`config.mk`:
```
export PLATFORM = sky130hd
export DESIGN_NAME = mem_port_arbiter
export DESIGN_NICKNAME = d
export VERILOG_FILES = /design/src/rtl/mem_port_arbiter.sv
export SDC_FILE = /design/constraint.sdc
export NUM_CORES = 1
export LEC_CHECK = 0
export CAP_MARGIN = 20
export CORE_MARGIN = 3
export CORE_UTILIZATION = 25
export DETAILED_ROUTE_END_ITERATION = 10
export PLACE_DENSITY = 0.73
export SYNTH_ARGS = -nofsm -noshare
export SYNTH_HDL_FRONTEND = slang
export SYNTH_SLANG_ARGS = --single-unit
export TNS_END_PERCENT = 30
```
`constraint.sdc`:
```
create_clock -name clk -period 3.2 [get_ports clk]
set_input_delay 0.96 -clock clk [delete_from_list [all_inputs] [get_ports clk]]
set_output_delay 0.96 -clock clk [all_outputs]
set_load 0.1 [all_outputs]
```
`src/rtl/mem_port_arbiter.sv`:
```
// mem_port_arbiter: shares one memory request port between the instruction-fetch
// (IF) and load/store (LS) requesters with round-robin arbitration and a single
// outstanding transaction. A response watchdog returns a zero response and sets a
// sticky bus_err when memory fails to answer in time.
// Ports:
//   clk, rst                        clock, asynchronous active-high reset
//   if_req_*/if_addr                IF read request (handshake, address)
//   if_rsp_valid/if_rdata           IF response pulse and data
//   ls_req_*/ls_addr/wen/wdata/wmask LS request (handshake, address, write payload)
//   ls_rsp_valid/ls_rdata           LS response pulse and data
//   mem_req_*/mem_addr/wen/wdata/wmask downstream request, held until accepted
//   mem_rsp_valid/mem_rdata         downstream response
//   bus_err                         sticky watchdog timeout flag
module mem_port_arbiter #(
    parameter int unsigned ADDR_W      = 32,
    parameter int unsigned DATA_W      = 32,
    parameter int unsigned TIMEOUT_CYC = 255
) (
    input  logic              clk,
    input  logic              rst,
    input  logic              if_req_valid,
    output logic              if_req_ready,
    input  logic [ADDR_W-1:0] if_addr,
    output logic              if_rsp_valid,
    output logic [DATA_W-1:0] if_rdata,
    input  logic              ls_req_valid,
    output logic              ls_req_ready,
    input  logic [ADDR_W-1:0] ls_addr,
    input  logic              ls_wen,
    input  logic [DATA_W-1:0] ls_wdata,
    input  logic [7:0]        ls_wmask,
    output logic              ls_rsp_valid,
    output logic [DATA_W-1:0] ls_rdata,
    output logic              mem_req_valid,
    input  logic              mem_req_ready,
    output logic [ADDR_W-1:0] mem_addr,
    output logic              mem_wen,
    output logic [DATA_W-1:0] mem_wdata,
    output logic [7:0]        mem_wmask,
    input  logic              mem_rsp_valid,
    input  logic [DATA_W-1:0] mem_rdata,
    output logic              bus_err
);

    localparam int unsigned CNT_W = 8;
    localparam logic [CNT_W-1:0] CNT_LAST = CNT_W'(TIMEOUT_CYC - 1);
    localparam logic [CNT_W-1:0] CNT_MAX  = '1;
    localparam logic SRC_IF = 1'b0;
    localparam logic SRC_LS = 1'b1;

    typedef enum logic [1:0] {
        S_IDLE = 2'd0,
        S_REQ  = 2'd1,
        S_WAIT = 2'd2
    } state_t;

    state_t            state, state_nxt;
    logic              last_grant, owner;
    logic [CNT_W-1:0]  cnt;
    logic [ADDR_W-1:0] addr_q;
    logic              wen_q;
    logic [DATA_W-1:0] wdata_q;
    logic [7:0]        wmask_q;

    logic              grant_c, grant_src_c;
    logic              rsp_hit_c, timeout_c, rsp_any_c;
    logic [DATA_W-1:0] rsp_data_c;

    // State register, captured request, watchdog counter, sticky error
    always_ff @(posedge clk or posedge rst) begin
        if (rst) begin
            state      <= S_IDLE;
            last_grant <= SRC_LS;
            owner      <= SRC_IF;
            cnt        <= '0;
            addr_q     <= '0;
            wen_q      <= 1'b0;
            wdata_q    <= '0;
            wmask_q    <= '0;
            bus_err    <= 1'b0;
        end else begin
            state <= state_nxt;
            if (grant_c) begin
                owner      <= grant_src_c;
                last_grant <= grant_src_c;
                if (grant_src_c == SRC_LS) begin
                    addr_q  <= ls_addr;
                    wen_q   <= ls_wen;
                    wdata_q <= ls_wdata;
                    wmask_q <= ls_wmask;
                end else begin
                    addr_q  <= if_addr;
                    wen_q   <= 1'b0;
                    wdata_q <= '0;
                    wmask_q <= '0;
                end
            end
            if (state == S_REQ && mem_req_ready) begin
                cnt <= '0;
            end else if (state == S_WAIT && !rsp_any_c && cnt != CNT_MAX) begin
                cnt <= cnt + CNT_W'(1);
            end
            if (timeout_c) begin
                bus_err <= 1'b1;
            end
        end
    end

    // Arbitration, next state and handshake/response outputs
    always_comb begin
        state_nxt     = state;
        grant_c       = 1'b0;
        grant_src_c   = SRC_IF;
        if_req_ready  = 1'b0;
        ls_req_ready  = 1'b0;
        mem_req_valid = 1'b0;
        mem_addr      = '0;
        mem_wen       = 1'b0;
        mem_wdata     = '0;
        mem_wmask     = '0;
        rsp_hit_c     = 1'b0;
        timeout_c     = 1'b0;

        case (state)
            S_IDLE: begin
                // Ready is combinational; gate with rst so outputs drop during reset
                if (!rst) begin
                    if (if_req_valid && ls_req_valid) begin
                        grant_c     = 1'b1;
                        grant_src_c = ~last_grant;
                    end else if (if_req_valid) begin
                        grant_c     = 1'b1;
                        grant_src_c = SRC_IF;
                    end else if (ls_req_valid) begin
                        grant_c     = 1'b1;
                        grant_src_c = SRC_LS;
                    end
                end
                if (grant_c) begin
                    state_nxt = S_REQ;
                end
            end
            S_REQ: begin
                mem_req_valid = 1'b1;
                mem_addr      = addr_q;
                mem_wen       = wen_q;
                mem_wdata     = wdata_q;
                mem_wmask     = wmask_q;
                if (mem_req_ready) begin
                    state_nxt = S_WAIT;
                end
            end
            S_WAIT: begin
                // A real response wins over a timeout in the same cycle
                if (mem_rsp_valid) begin
                    rsp_hit_c = 1'b1;
                    state_nxt = S_IDLE;
                end else if (cnt == CNT_LAST) begin
                    timeout_c = 1'b1;
                    state_nxt = S_IDLE;
                end
            end
            default: state_nxt = S_IDLE;
        endcase

        if_req_ready = grant_c && (grant_src_c == SRC_IF);
        ls_req_ready = grant_c && (grant_src_c == SRC_LS);
    end

    assign rsp_any_c  = rsp_hit_c | timeout_c;
    assign rsp_data_c = rsp_hit_c ? mem_rdata : '0;

    assign if_rsp_valid = rsp_any_c && (owner == SRC_IF);
    assign ls_rsp_valid = rsp_any_c && (owner == SRC_LS);
    assign if_rdata     = if_rsp_valid ? rsp_data_c : '0;
    assign ls_rdata     = ls_rsp_valid ? rsp_data_c : '0;

endmodule
```
* Word level (Yosys, flattened, before mapping)
Index checks and enable logic that the tools add are counted.
Storage, ports and cells: register bits after elaboration 86, input port bits 143, output and inout port bits 143, word-level logic and storage cells 67
Cells by class: $add $sub $neg 1, eq/ne operators 7, mux-type cells 34, bitwise logic cells 4, reductions and logical operators 12
Operators with widths (count):
- 32-bit two-way mux | 7
- 8-bit two-way mux | 4
- 1-bit two-way mux | 18
- 8-bit by 1-bit adder with 8-bit output, second input constant | 1
- 8-bit == test, second input constant | 1
- 1-bit logical AND | 8
- 2-bit two-way mux | 4
- 8-bit != test, second input constant | 1
- 2-bit case mux with 3 select lines | 1
- 2-bit != test, second input constant | 2
- 3-bit by 2-bit != test with 1-bit output, second input constant | 1
- 1-bit NOT | 3
- 3-bit AND reduction | 1
- 2-bit by 1-bit == test with 1-bit output, second input constant | 1
- 2-bit == test, second input constant | 1
- 2-bit logical NOT | 1
- 2-bit nonzero test | 1
- 1-bit logical NOT | 1
- 1-bit OR | 1

* Logic depth before layout (Yosys ltp)
depth after elaboration 10, depth in mapped cells 6

* Worst setup path after synthesis
OpenSTA, ideal clock, no wires.
kind input -> output, start point in mem_rsp_valid, end point out if_rsp_valid, arrival 3.204 ns, data required time 2.240 ns, setup slack -0.964 ns, stages on the path 2, cell sequence a21oi_1 > nor3b_1
On the way: cells in the longest elaborated chain, start to end 4, elaborated cells on any way between the ends 6, classes of those cells mux: 4; bitwise: 1; reduce/logical: 1
RTL lines:
- start: declaration | RTL line 40 | input logic mem_rsp_valid,
- 1-bit two-way mux | RTL line 155 | if (mem_rsp_valid) begin
- 1-bit two-way mux | RTL line 124 | case (state)
- 1-bit OR (*) | RTL line 170 | assign rsp_any_c = rsp_hit_c | timeout_c;
- 1-bit logical AND (*) | RTL line 173 | assign if_rsp_valid = rsp_any_c && (owner == SRC_IF);
- end: declaration | RTL line 24 | output logic if_rsp_valid,
Mark *: on every way between the ends. The rest lies on a longest branch, timed or not.

* Final worst setup path
start point in mem_rsp_valid, end point out ls_rdata[17]
On the way: cells in the longest elaborated chain, start to end 5, elaborated cells on any way between the ends 8, classes of those cells mux: 6; bitwise: 1; reduce/logical: 1
RTL lines:
- 1-bit two-way mux | RTL line 155
- 1-bit two-way mux | RTL line 124
- 1-bit OR | RTL line 170
- 1-bit logical AND | RTL line 174 | assign ls_rsp_valid = rsp_any_c && (owner == SRC_LS);
- 32-bit two-way mux (*) | RTL line 176 | assign ls_rdata = ls_rsp_valid ? rsp_data_c : '0;
- end: declaration | RTL line 33 | output logic [DATA_W-1:0] ls_rdata,
Marks and branches as above.

==> impl_metrics.toml <==
[outcome]
outcome = "finished, final reports clean"

[flow_run]
cap_violations = 0

[timing]
setup_viol = 0
rsz0062_at_grt = "true"
period_share = 0.994
period_needed_ps = 3180
final-max-slew-violation-count = 0
fmax_ghz = 0.314
finalHoldViolCount = 0
fin_skew_ps = 10.4
tightest_slew_ps = 883
relSlewSlack = 0.411

[placement]
dp_cells = 910
hpwl_um = 12900
port_buffers = 285
gp_congestion = 0.906

[cts]
cts_buffers = 9
clock-sinks = 86
insertion_delay_ps = 340
cts_tree = "yes"
cts_root_buf = "clkbuf_16"
postCtsSetupBuffers = 0
cts_hold_repair.buffers = 0
cts_max_path_buffers = 2
clkTransAtPathRegs_ps = 60
cts_max_level = 3

[route]
finalWirelength_um = 16800
via_count = 4339
firstDrtPassIters = 4
viasPerCell = 4.69
drc = 0
first_iter_violations = 175
wl_per_cell_um = 18.2
postRouteAntennaNets = 0

[power_and_ir_drop]
p_int_w = 0.00429
power.share.clock = 0.144
p_leak_nw = 4.24
pwr-share-comb = 0.633
peakVddDrop_mv = 0.534
finalPower_w = 0.00826
p_switching_w = 0.00397
p_per_area_nw_per_um2 = 883
p_sw_frac = 0.481
pwr-share-seq = 0.223

[cells_and_area]
nets = 841
stdcell_count = 925
n_antenna_cell = 0
area_growth_pct = 109
drive_gt1_frac = 0.276

[floorplanning]
rows = 48
die_height_um = 140
die_area_um2 = 19500
io_pins = 286
coreArea_um2 = 17400
die_width_um = 140
start_util = 0.257

[synthesis]
ys_ff_latch = 86
yosys.area.top_type = "dfrtp_1"
synthArstFlopShare = 1.00
synth_top_flop_cell = "dfrtp_1"
synth_edf_count = 0
synth_fp_nets = 563
synth_top_cells_by_area = "dfrtp_1 48%, and2_1 20%, a22o_1 14%"
yosysSeqAreaShare = 0.481
synth_cell_types = 34
synth.top_cell.area_share = 0.475
syn_area_per_cell_um2 = 10.7
ys_warn_count = 0
synthCells = 418
synth_area_um2 = 4480

[global_routing]
grt_pass1_vias = 4473
grt_max_degree = 77
grt-ovfl-total = 0
grt_pass1_wl_um = 25600
grt_use_total = 0.167
antenna_found_initial = 1

[critical_path]
critPathKind = "in -> out"
crit_arrival_ps = 2220
crit_path_max_fanout = 32
worstSetupEndpointType = "output pin"
crit_path_start_kind = "input port"
crit_required_ps = 2240

[min_path]
hp-class = "reg -> reg"
[what timing repair did]
action | CTS | global route
endpoints found under the setup margin | 34 | 64
resized for setup | 3 | 7
pin swaps | 0 | 0
[layout make-up]
cell class                      count  area, um^2
Sequential cell                    86        2150
Timing Repair Buffer              301        4440
Inverter                            3        12.5
Clock buffer                       10         239
Multi-Input combinational cell    295        2140
Tap cell                          225         282
Clock inverter                      5        88.8
Fill cell                        1461        8060
[worst max-delay path, stage by stage]
cell and delay [ps]:
clkdlybuf4s50_1 490, and3_1 210, buf_12 170, and2_1 190, buf_12 180
[cell usage in the layout, fill, tap and decap left out, drive strengths merged, types with 2 or more instances in the layout]
cell           synthesis  layout
clkbuf                20      10
buf                   14     159
ha                     2       2
a21o                  35      35
a31oi                  4       4
mux2i                  4       4
nor3b                  2       2
a311oi                 2       2
inv                    3       5
and2                 140     140
o21ai                  4       4
and3                   5       5
nand2                 10      10
a22o                  73      73
bufinv                 0       2
clkdlybuf4s50          0     142
nor2                   4       4
dfrtp                 85      85
[power groups by stage]
stage / Combinational (W) / Clock, W / Sequential (W)
2_1_floorplan: 0.00344 / 0 / 0.00177
3_3_place_gp: 0.00521 / 0 / 0.00184
3_5_place_dp: 0.00526 / 0 / 0.00185
4_1_cts: 0.00527 / 0.00122 / 0.00184
5_1_grt: 0.00544 / 0.00126 / 0.00191
6_report: 0.00523 / 0.00119 / 0.00185
[cells in the mapped netlist, types with 2 or more instances]
cell type    n
a21o_1      35
a22o_1      73
a311oi_1     2
a31oi_1      4
and2_1     140
and3_1       5
buf_4        4
buf_6        9
clkbuf_1    19
dfrtp_1     85
ha_1         2
inv_1        3
mux2i_1      4
nand2_1     10
nor2_1       3
o21ai_0      2
[flip-flops by register name, indices dropped and copies added, names as in the netlist]
name        cells
addr_q         32
bus_err         1
cnt             8
last_grant      1
owner           1
state           2
wdata_q        32
wen_q           1
wmask_q         8
[logic make-up (layout without fill, tap and decap cells)]
family	after synthesis	in the layout	share of synthesized area
AND/OR/NAND/NOR	167	167	0.231
AO/OA/AOI/OAI	122	122	0.223
flip-flops	86	86	0.481
adder cells (fa/ha/maj)	2	2	0.00559
buffers and inverters	37	319	0.0500
multiplexers	4	4	0.00895
[through the flow]
| step | hold WS, ps | worst slack [ps] | cell area, um^2 | utilization | TNS [ps] |
|---|---|---|---|---|---|
| floorplan | 437 | -39.1 | 4480 | - | -39.1 |
| global route | 489 | -46.2 | 9360 | 0.537 | -1780 |
| detailed placement | 461 | -34.1 | 9000 | 0.517 | -804 |
| finish | 465 | 17.9 | 9360 | 0.537 | 0 |
| CTS | 469 | 2.73 | 9340 | 0.536 | 0 |
| global placement | 454 | -18.8 | 9000 | 0.517 | -465 |
[final timing paths]
path / cells past startpoint / slack (ps) / startpoint / end
max: 5 / 20 / mem_rsp_valid / ls_rdata[17]
min reg2reg: 1 / 470 / cnt[3] / cnt[3]
max reg2reg: 6 / 1330 / state[1] / addr_q[20]
min in group asynchronous: 3 / 1060 / rst / cnt[5]
min: 1 / 470 / cnt[3] / cnt[3]
max in group asynchronous: 4 / 1570 / rst / addr_q[18]
[layer usage]
layer	up-vias	track usage	part of all wire
li1	2015	-	-
met1	2089	0.182	0.37
met2	204	0.301	0.51
met3	29	0.0608	0.091
met4	2	0.0556	0.024
met5	-	0	0.00060
Power figures use the tool's default switching activity.
